## src/rtl/reg_transfer_sequencer.sv

```systemverilog
// Hardwired control sequencer for the DataPath register-transfer lines.
// Expands one NOP/LDI/ADDI/MV instruction into registered one-cycle T-state steps, then pulses done.
module reg_transfer_sequencer #(
  parameter int unsigned DATA_W = 8
) (
  input  logic              clock,
  input  logic              clear_n,
  input  logic              instr_valid,
  output logic              instr_ready,
  input  logic [1:0]        opcode,
  input  logic              dst,
  input  logic              src,
  input  logic [DATA_W-1:0] imm,
  output logic              RAout,
  output logic              RBout,
  output logic              RZout,
  output logic              RAin,
  output logic              RBin,
  output logic              RZin,
  output logic [DATA_W-1:0] AddImmediate,
  output logic [DATA_W-1:0] RegisterAImmediate,
  output logic              done
);

  localparam logic [1:0] ST_IDLE = 2'b00;
  localparam logic [1:0] ST_S1   = 2'b01;
  localparam logic [1:0] ST_S2   = 2'b10;

  localparam logic [1:0] OP_NOP  = 2'b00;
  localparam logic [1:0] OP_LDI  = 2'b01;
  localparam logic [1:0] OP_ADDI = 2'b10;
  localparam logic [1:0] OP_MV   = 2'b11;

  logic [1:0]        r_state;
  logic [1:0]        r_op;
  logic              r_dst;
  logic              r_raout, r_rbout, r_rzout, r_rain, r_rbin, r_rzin, r_done;
  logic [DATA_W-1:0] r_addimm, r_raimm;

  logic [1:0]        w_state_nxt;
  logic [1:0]        w_op_nxt;
  logic              w_dst_nxt;
  logic              w_raout, w_rbout, w_rzout, w_rain, w_rbin, w_rzin, w_done;
  logic [DATA_W-1:0] w_addimm, w_raimm;

  assign instr_ready = (r_state == ST_IDLE);

  // S1 controls are decoded straight from the inputs on the accept edge;
  // only opcode and dst are needed afterwards to form the S2 step.
  always_comb begin
    w_state_nxt = r_state;
    w_op_nxt    = r_op;
    w_dst_nxt   = r_dst;
    w_raout     = 1'b0;
    w_rbout     = 1'b0;
    w_rzout     = 1'b0;
    w_rain      = 1'b0;
    w_rbin      = 1'b0;
    w_rzin      = 1'b0;
    w_done      = 1'b0;
    w_addimm    = '0;
    w_raimm     = '0;
    case (r_state)
      ST_IDLE: begin
        if (instr_valid) begin
          w_state_nxt = ST_S1;
          w_op_nxt    = opcode;
          w_dst_nxt   = dst;
          case (opcode)
            OP_LDI: begin
              if (!dst) begin
                w_raimm = imm;
                w_rain  = 1'b1;
              end else begin
                w_addimm = imm;
                w_rzin   = 1'b1;
              end
            end
            OP_ADDI: begin
              w_raout  = ~src;
              w_rbout  = src;
              w_addimm = imm;
              w_rzin   = 1'b1;
            end
            OP_MV: begin
              if (dst != src) begin
                w_raout = ~src;
                w_rbout = src;
                w_rain  = ~dst;
                w_rbin  = dst;
              end
            end
            default: ;
          endcase
        end
      end
      ST_S1: begin
        if (r_op == OP_ADDI || (r_op == OP_LDI && r_dst)) begin
          w_state_nxt = ST_S2;
          w_rzout     = 1'b1;
          w_rain      = ~r_dst;
          w_rbin      = r_dst;
        end else begin
          w_state_nxt = ST_IDLE;
          w_done      = 1'b1;
        end
      end
      ST_S2: begin
        w_state_nxt = ST_IDLE;
        w_done      = 1'b1;
      end
      default: w_state_nxt = ST_IDLE;
    endcase
  end

  always_ff @(posedge clock or negedge clear_n) begin
    if (!clear_n) begin
      r_state  <= ST_IDLE;
      r_op     <= OP_NOP;
      r_dst    <= 1'b0;
      r_raout  <= 1'b0;
      r_rbout  <= 1'b0;
      r_rzout  <= 1'b0;
      r_rain   <= 1'b0;
      r_rbin   <= 1'b0;
      r_rzin   <= 1'b0;
      r_done   <= 1'b0;
      r_addimm <= '0;
      r_raimm  <= '0;
    end else begin
      r_state  <= w_state_nxt;
      r_op     <= w_op_nxt;
      r_dst    <= w_dst_nxt;
      r_raout  <= w_raout;
      r_rbout  <= w_rbout;
      r_rzout  <= w_rzout;
      r_rain   <= w_rain;
      r_rbin   <= w_rbin;
      r_rzin   <= w_rzin;
      r_done   <= w_done;
      r_addimm <= w_addimm;
      r_raimm  <= w_raimm;
    end
  end

  assign RAout              = r_raout;
  assign RBout              = r_rbout;
  assign RZout              = r_rzout;
  assign RAin               = r_rain;
  assign RBin               = r_rbin;
  assign RZin               = r_rzin;
  assign done               = r_done;
  assign AddImmediate       = r_addimm;
  assign RegisterAImmediate = r_raimm;

endmodule

```

## config.mk

```make
export PLATFORM = sky130hd
export DESIGN_NAME = reg_transfer_sequencer
export DESIGN_NICKNAME = d
export VERILOG_FILES = /design/src/rtl/reg_transfer_sequencer.sv
export SDC_FILE = /design/constraint.sdc
export NUM_CORES = 1
export LEC_CHECK = 0
export BUFFER_PORTS_ARGS = -buffer_cell sky130_fd_sc_hd__buf_2
export CORE_MARGIN = 2
export CORE_UTILIZATION = 43
export CTS_CLUSTER_DIAMETER = 50
export CTS_CLUSTER_SIZE = 30
export DETAILED_ROUTE_END_ITERATION = 12
export PLACE_DENSITY = 0.73
export RECOVER_POWER = 100
export SYNTH_ARGS = -nofsm -noshare
export SYNTH_HDL_FRONTEND = slang
export SYNTH_SLANG_ARGS = --single-unit
```

## constraint.sdc

```tcl
create_clock -name clock -period 1.3 [get_ports clock]
set_input_delay 0.065 -clock clock [delete_from_list [all_inputs] [get_ports clock]]
set_output_delay 0.065 -clock clock [all_outputs]
set_load 0.01 [all_outputs]
```

Word-level counts from Yosys, hierarchy flattened:

Index checks and enable logic that the tools add are counted.
W data, S select, Z words.

* input port bits: 15
* RAM bits: 0
* memories: 0
* register bits: 28
* output and inout port bits: 24
* word-level logic and storage cells: 66
* bits in read-only memories: 0
* bits in latches: 0

* bitwise operators: 3
* equality and inequality tests: 9
* add/subtract/negate cells: 0
* magnitude comparators: 0
* mux-type cells: 38
* divide/modulo/power cells: 0
* shift-type cells: 0
* $mul: 0
* reductions and logical operators: 4

Operators by type and width (number)
* $mux W8: 7
* $mux W1: 20
* $pmux W8 S2: 1
* $pmux W1 S2: 7
* $eq A2 B2 Y1 const B: 4
* $eq A2 B1 Y1 const B: 3
* $mux W2: 2
* $pmux W2 S2: 1
* $not A1 Y1: 3
* $logic_not A2 Y1: 1
* $ne A2 B2 Y1 const B: 1
* $reduce_and A2 Y1: 1
* $logic_and A1 B1 Y1: 1
* $logic_or A1 B1 Y1: 1
* $ne A1 B1 Y1: 1

Logic depth before layout (Yosys ltp):

* word-level depth: 5
* depth in mapped cells: 6
* depth with buffers taken out: 5

Worst setup path before layout:

Ideal clock, no wire load.

* kind: register to register
* start point: register r_state[0]
* end point: register r_raimm[0], in the netlist RegisterAImmediate[0]
* arrival time: 1253 ps
* buffers on the path: 0
* slack: -19 ps
* library setup time: 66 ps
* clock period less this slack: 1319 ps
* data required time: 1234 ps
* cell stages (with the launch flop): 6
* cells stage by stage: dfrtp_1 > inv_1 > ha_1 > nand2_2 > nor3b_2 > and2_1

* longest elaborated chain between the ends: 2

RTL lines
* from (decl): RTL line 34 `logic [1:0] r_state;`
* from (signal assigned): RTL line 131 `r_state <= w_state_nxt;`
* $logic_not A2 Y1
* named net instr_ready: RTL line 9 `output logic instr_ready,`
* $mux W8: RTL line 63 `case (r_state)`
* named net w_raimm[0]: RTL line 44 `logic [DATA_W-1:0] w_addimm, w_raimm;`
* to (signal assigned): RTL line 142 `r_raimm <= w_raimm;`
* to (decl): RTL line 38 `logic [DATA_W-1:0] r_addimm, r_raimm;`

The timed path passes the listed nets, and every way through them passes these cells.
A chain may end at the register's enable or synchronous reset.

Worst setup path in the final report:

* start point: register r_state[0]
* end point: register r_addimm[7], in the netlist AddImmediate[7]

* longest elaborated chain between the ends: 2

RTL lines
* $logic_not A2 Y1: RTL line 63
* $mux W8: RTL line 63
* named net w_addimm[7]: RTL line 44
* to (signal assigned): RTL line 141 `r_addimm <= w_addimm;`
* to (decl): RTL line 38

The timed path passes the listed nets, and every way through them passes these cells.

==> flow_metrics.env <==
export IMPL_antenna_found_initial=0
export IMPL_timing_slew_headroom_pct=56.4
export IMPL_cts_root_buf="clkbuf_4"
export IMPL_core_um2=2430
export IMPL_fmax_mhz=778
export IMPL_hold_viol=0
export IMPL_cp_start_kind="flop"
export IMPL_nets=171
export IMPL_crit_required_ns=1.56
export IMPL_dp_hpwl_um=1490
export IMPL_grt_max_degree=29
export IMPL_avgSynthCellArea_um2=12.9
export IMPL_clock_latency_ns=0.31
export IMPL_io_buffers=38
export IMPL_synth_top_area_share_pct=64.1
export IMPL_rr_startpoint="r_state[0]"
export IMPL_synth_mux_area_share_pct=1.03
export IMPL_synth_xor_area_share_pct=0.802
export IMPL_place_inst=157
export IMPL_antenna_left=0
export IMPL_setup_violations=0
export IMPL_syn_inst=85
export IMPL_leakage_nw=0.762
export IMPL_hp_start="dst"
export IMPL_period_share_pct=98.9
export IMPL_fp_row_count=18
export IMPL_dieArea_um2=2960
export IMPL_layout_commonest_cell="dfrtp_1"
export IMPL_ys_warn_count=0
export IMPL_worst_pin_slew_ns=0.653
export IMPL_cp_arrival_ns=1.54
export IMPL_netlist_top_cells_area="dfrtp_1 64%, and2_1 9.2%, ha_1 6.9%"
export IMPL_gr_usage_all_layers_pct=14.9
export IMPL_critPathLaunch="r_state[0]"
export IMPL_r2r_end="AddImmediate[7]"
export IMPL_final_cells=178
export IMPL_htree_levels=1
export IMPL_routed_via_density=4.62
export IMPL_yosys_area_top_type="dfrtp_1"
export IMPL_ys_types=22
export IMPL_r2r_cells=6
export IMPL_end_kind="flop"
export IMPL_die_w_um=54.4
export IMPL_worst_slack_ns=0.0139
export IMPL_start_util_pct=44.9
export IMPL_whs_path_depth=2
export IMPL_synthAdderAreaFrac_pct=6.87
export IMPL_finClkSkew_ns=0.00325
export IMPL_min_to="RAin"
export IMPL_final_util_pct=63.9
export IMPL_cts_made_buffers=3
export IMPL_io_pins=39
export IMPL_synthToLayoutAreaGrowth_pct=42.4
export IMPL_drt_pass1_iterations=4
export IMPL_layout_common_cells="28 x dfrtp_1, 23 x clkbuf_1, 15 x and2_1"
export IMPL_drv_slew=0
export IMPL_clk_path_buf_depth=2
export IMPL_synth_compound_area_share_pct=6.76
export IMPL_grt_pass1_wl_um=3110
export IMPL_path_class="flop to flop"
export IMPL_syn_nets=106
export IMPL_hold_ws_ns=0.0227
export IMPL_period_needed_ns=1.29
export IMPL_globalplace_congestion=0.838
export IMPL_yosys_area_share_simple_pct=18.2
export IMPL_crit_fanout=6
export IMPL_routedWlPerCell_um=12.1
export IMPL_ir_drop_v=0.00108
export IMPL_die_h_um=54.4
export IMPL_outcome="finished, final reports clean"
export IMPL_grt_pass1_vias=745
export IMPL_drt_initial_drc_count=6
export IMPL_power_density_nw_per_um2=1590
export IMPL_reg2reg_slack_ns=0.01
export IMPL_drt_total_wl_um=2160
export IMPL_tritoncts="built"
export IMPL_grt_ovfl_total=0
export IMPL_clkTransAtPathRegs_ns=0.13
export IMPL_clock_sinks=28
export IMPL_synth_top_family_by_area="simple AND/OR/NAND/NOR gates"
export IMPL_drive_above_1_share_pct=27.7
export IMPL_dp_slack_ns=-0.0935
export IMPL_rsz0062_at_grt="true"
export IMPL_ys_ff_latch=28
export IMPL_drc=0
export IMPL_vias=823
export IMPL_max_cap_viol_count=0
export IMPL_syn_area_um2=1090
export IMPL_hold_path_class="input port to flop"
export IMPL_n_antenna_cell=0
export IMPL_yosysSeqAreaShare_pct=64.1
## metrics by stage
stage | power, W | cell area [um^2] | TNS (ns)
global route | 0.00264 | 1560 | -0.200
global placement | 0.00182 | 1360 | 0
CTS | 0.00229 | 1520 | 0
detailed placement | 0.00185 | 1360 | -0.586
floorplan | 0.00154 | 1090 | 0
finish | 0.00247 | 1560 | 0
## sequential cells by signal (all words and copies together) (netlist names)
register	flops
r_op	2
RAin	1
RegisterAImmediate	8
AddImmediate	8
RAout	1
r_dst	1
RZout	1
r_state	2
RZin	1
done	1
RBout	1
RBin	1
## power breakdown
group | switching, W | leakage (nW) | internal, W
registers | 0.0000892 | 0.381 | 0.00101
logic | 0.000470 | 0.368 | 0.000569
clock network | 0.000224 | 0.0138 | 0.000108
total | 0.000783 | 0.762 | 0.00169
## repair_timing
item,CTS,global route
endpoints found under the setup margin,18,19
hold endpoints to repair,45,0
resized for setup,3,8
hold buffers,10,0
pin swaps,2,5
cloned,0,0
setup buffers,3,5
## per-layer routing
layer / vias to the layer above / global-route usage, % / wire length [um]
li1: 406 / - / -
met4: 0 / 5.00 / 30
met5: - / 0 / 0
met3: 2 / 3.28 / 172
met1: 385 / 16.2 / 826
met2: 30 / 28.3 / 1130
## cell type report
type / instances / area, um^2
fillers: 185 / 877
flip-flops and latches: 28 / 701
multi-input cells: 51 / 403
repair buffers: 61 / 373
well taps: 30 / 37.5
clock buffers: 3 / 22.5
inverters: 5 / 18.8
## synth_stat cells (all sizes together)
master / count
dfrtp: 28
ha: 6
nand2b: 3
nand3b: 1
o21a: 1
nand2: 6
buf: 1
nor3b: 2
inv: 5
nor3: 2
o32ai: 2
a21oi: 4
xnor2: 1
and2: 16
o21ai: 3
mux2: 1
a31oi: 1
a21boi: 1
nor2b: 1
## how the worst max path moves through the flow
stage                            endpoint  cells after the start
floorplan           RegisterAImmediate[0]                      5
global placement          AddImmediate[6]                      5
detailed placement        AddImmediate[7]                      5
CTS                           instr_ready                      4
global route              AddImmediate[4]                      6
finish                    AddImmediate[7]                      6
## logic make-up after synthesis
family,Yosys count
mux,1
flops,28
xor+xnor,1
simple gates,31
buf+inv,6
fa+ha+maj,6
compound gates,12
## worst max-delay path, stage by stage (launching register included)
cell and delay, ns:
dfrtp_1 0.43, inv_2 0.09, ha_4 0.17, nand2_8 0.07, nor3_4 0.20, buf_6 0.14
and2_1 0.14
Power figures use the tool's default switching activity.
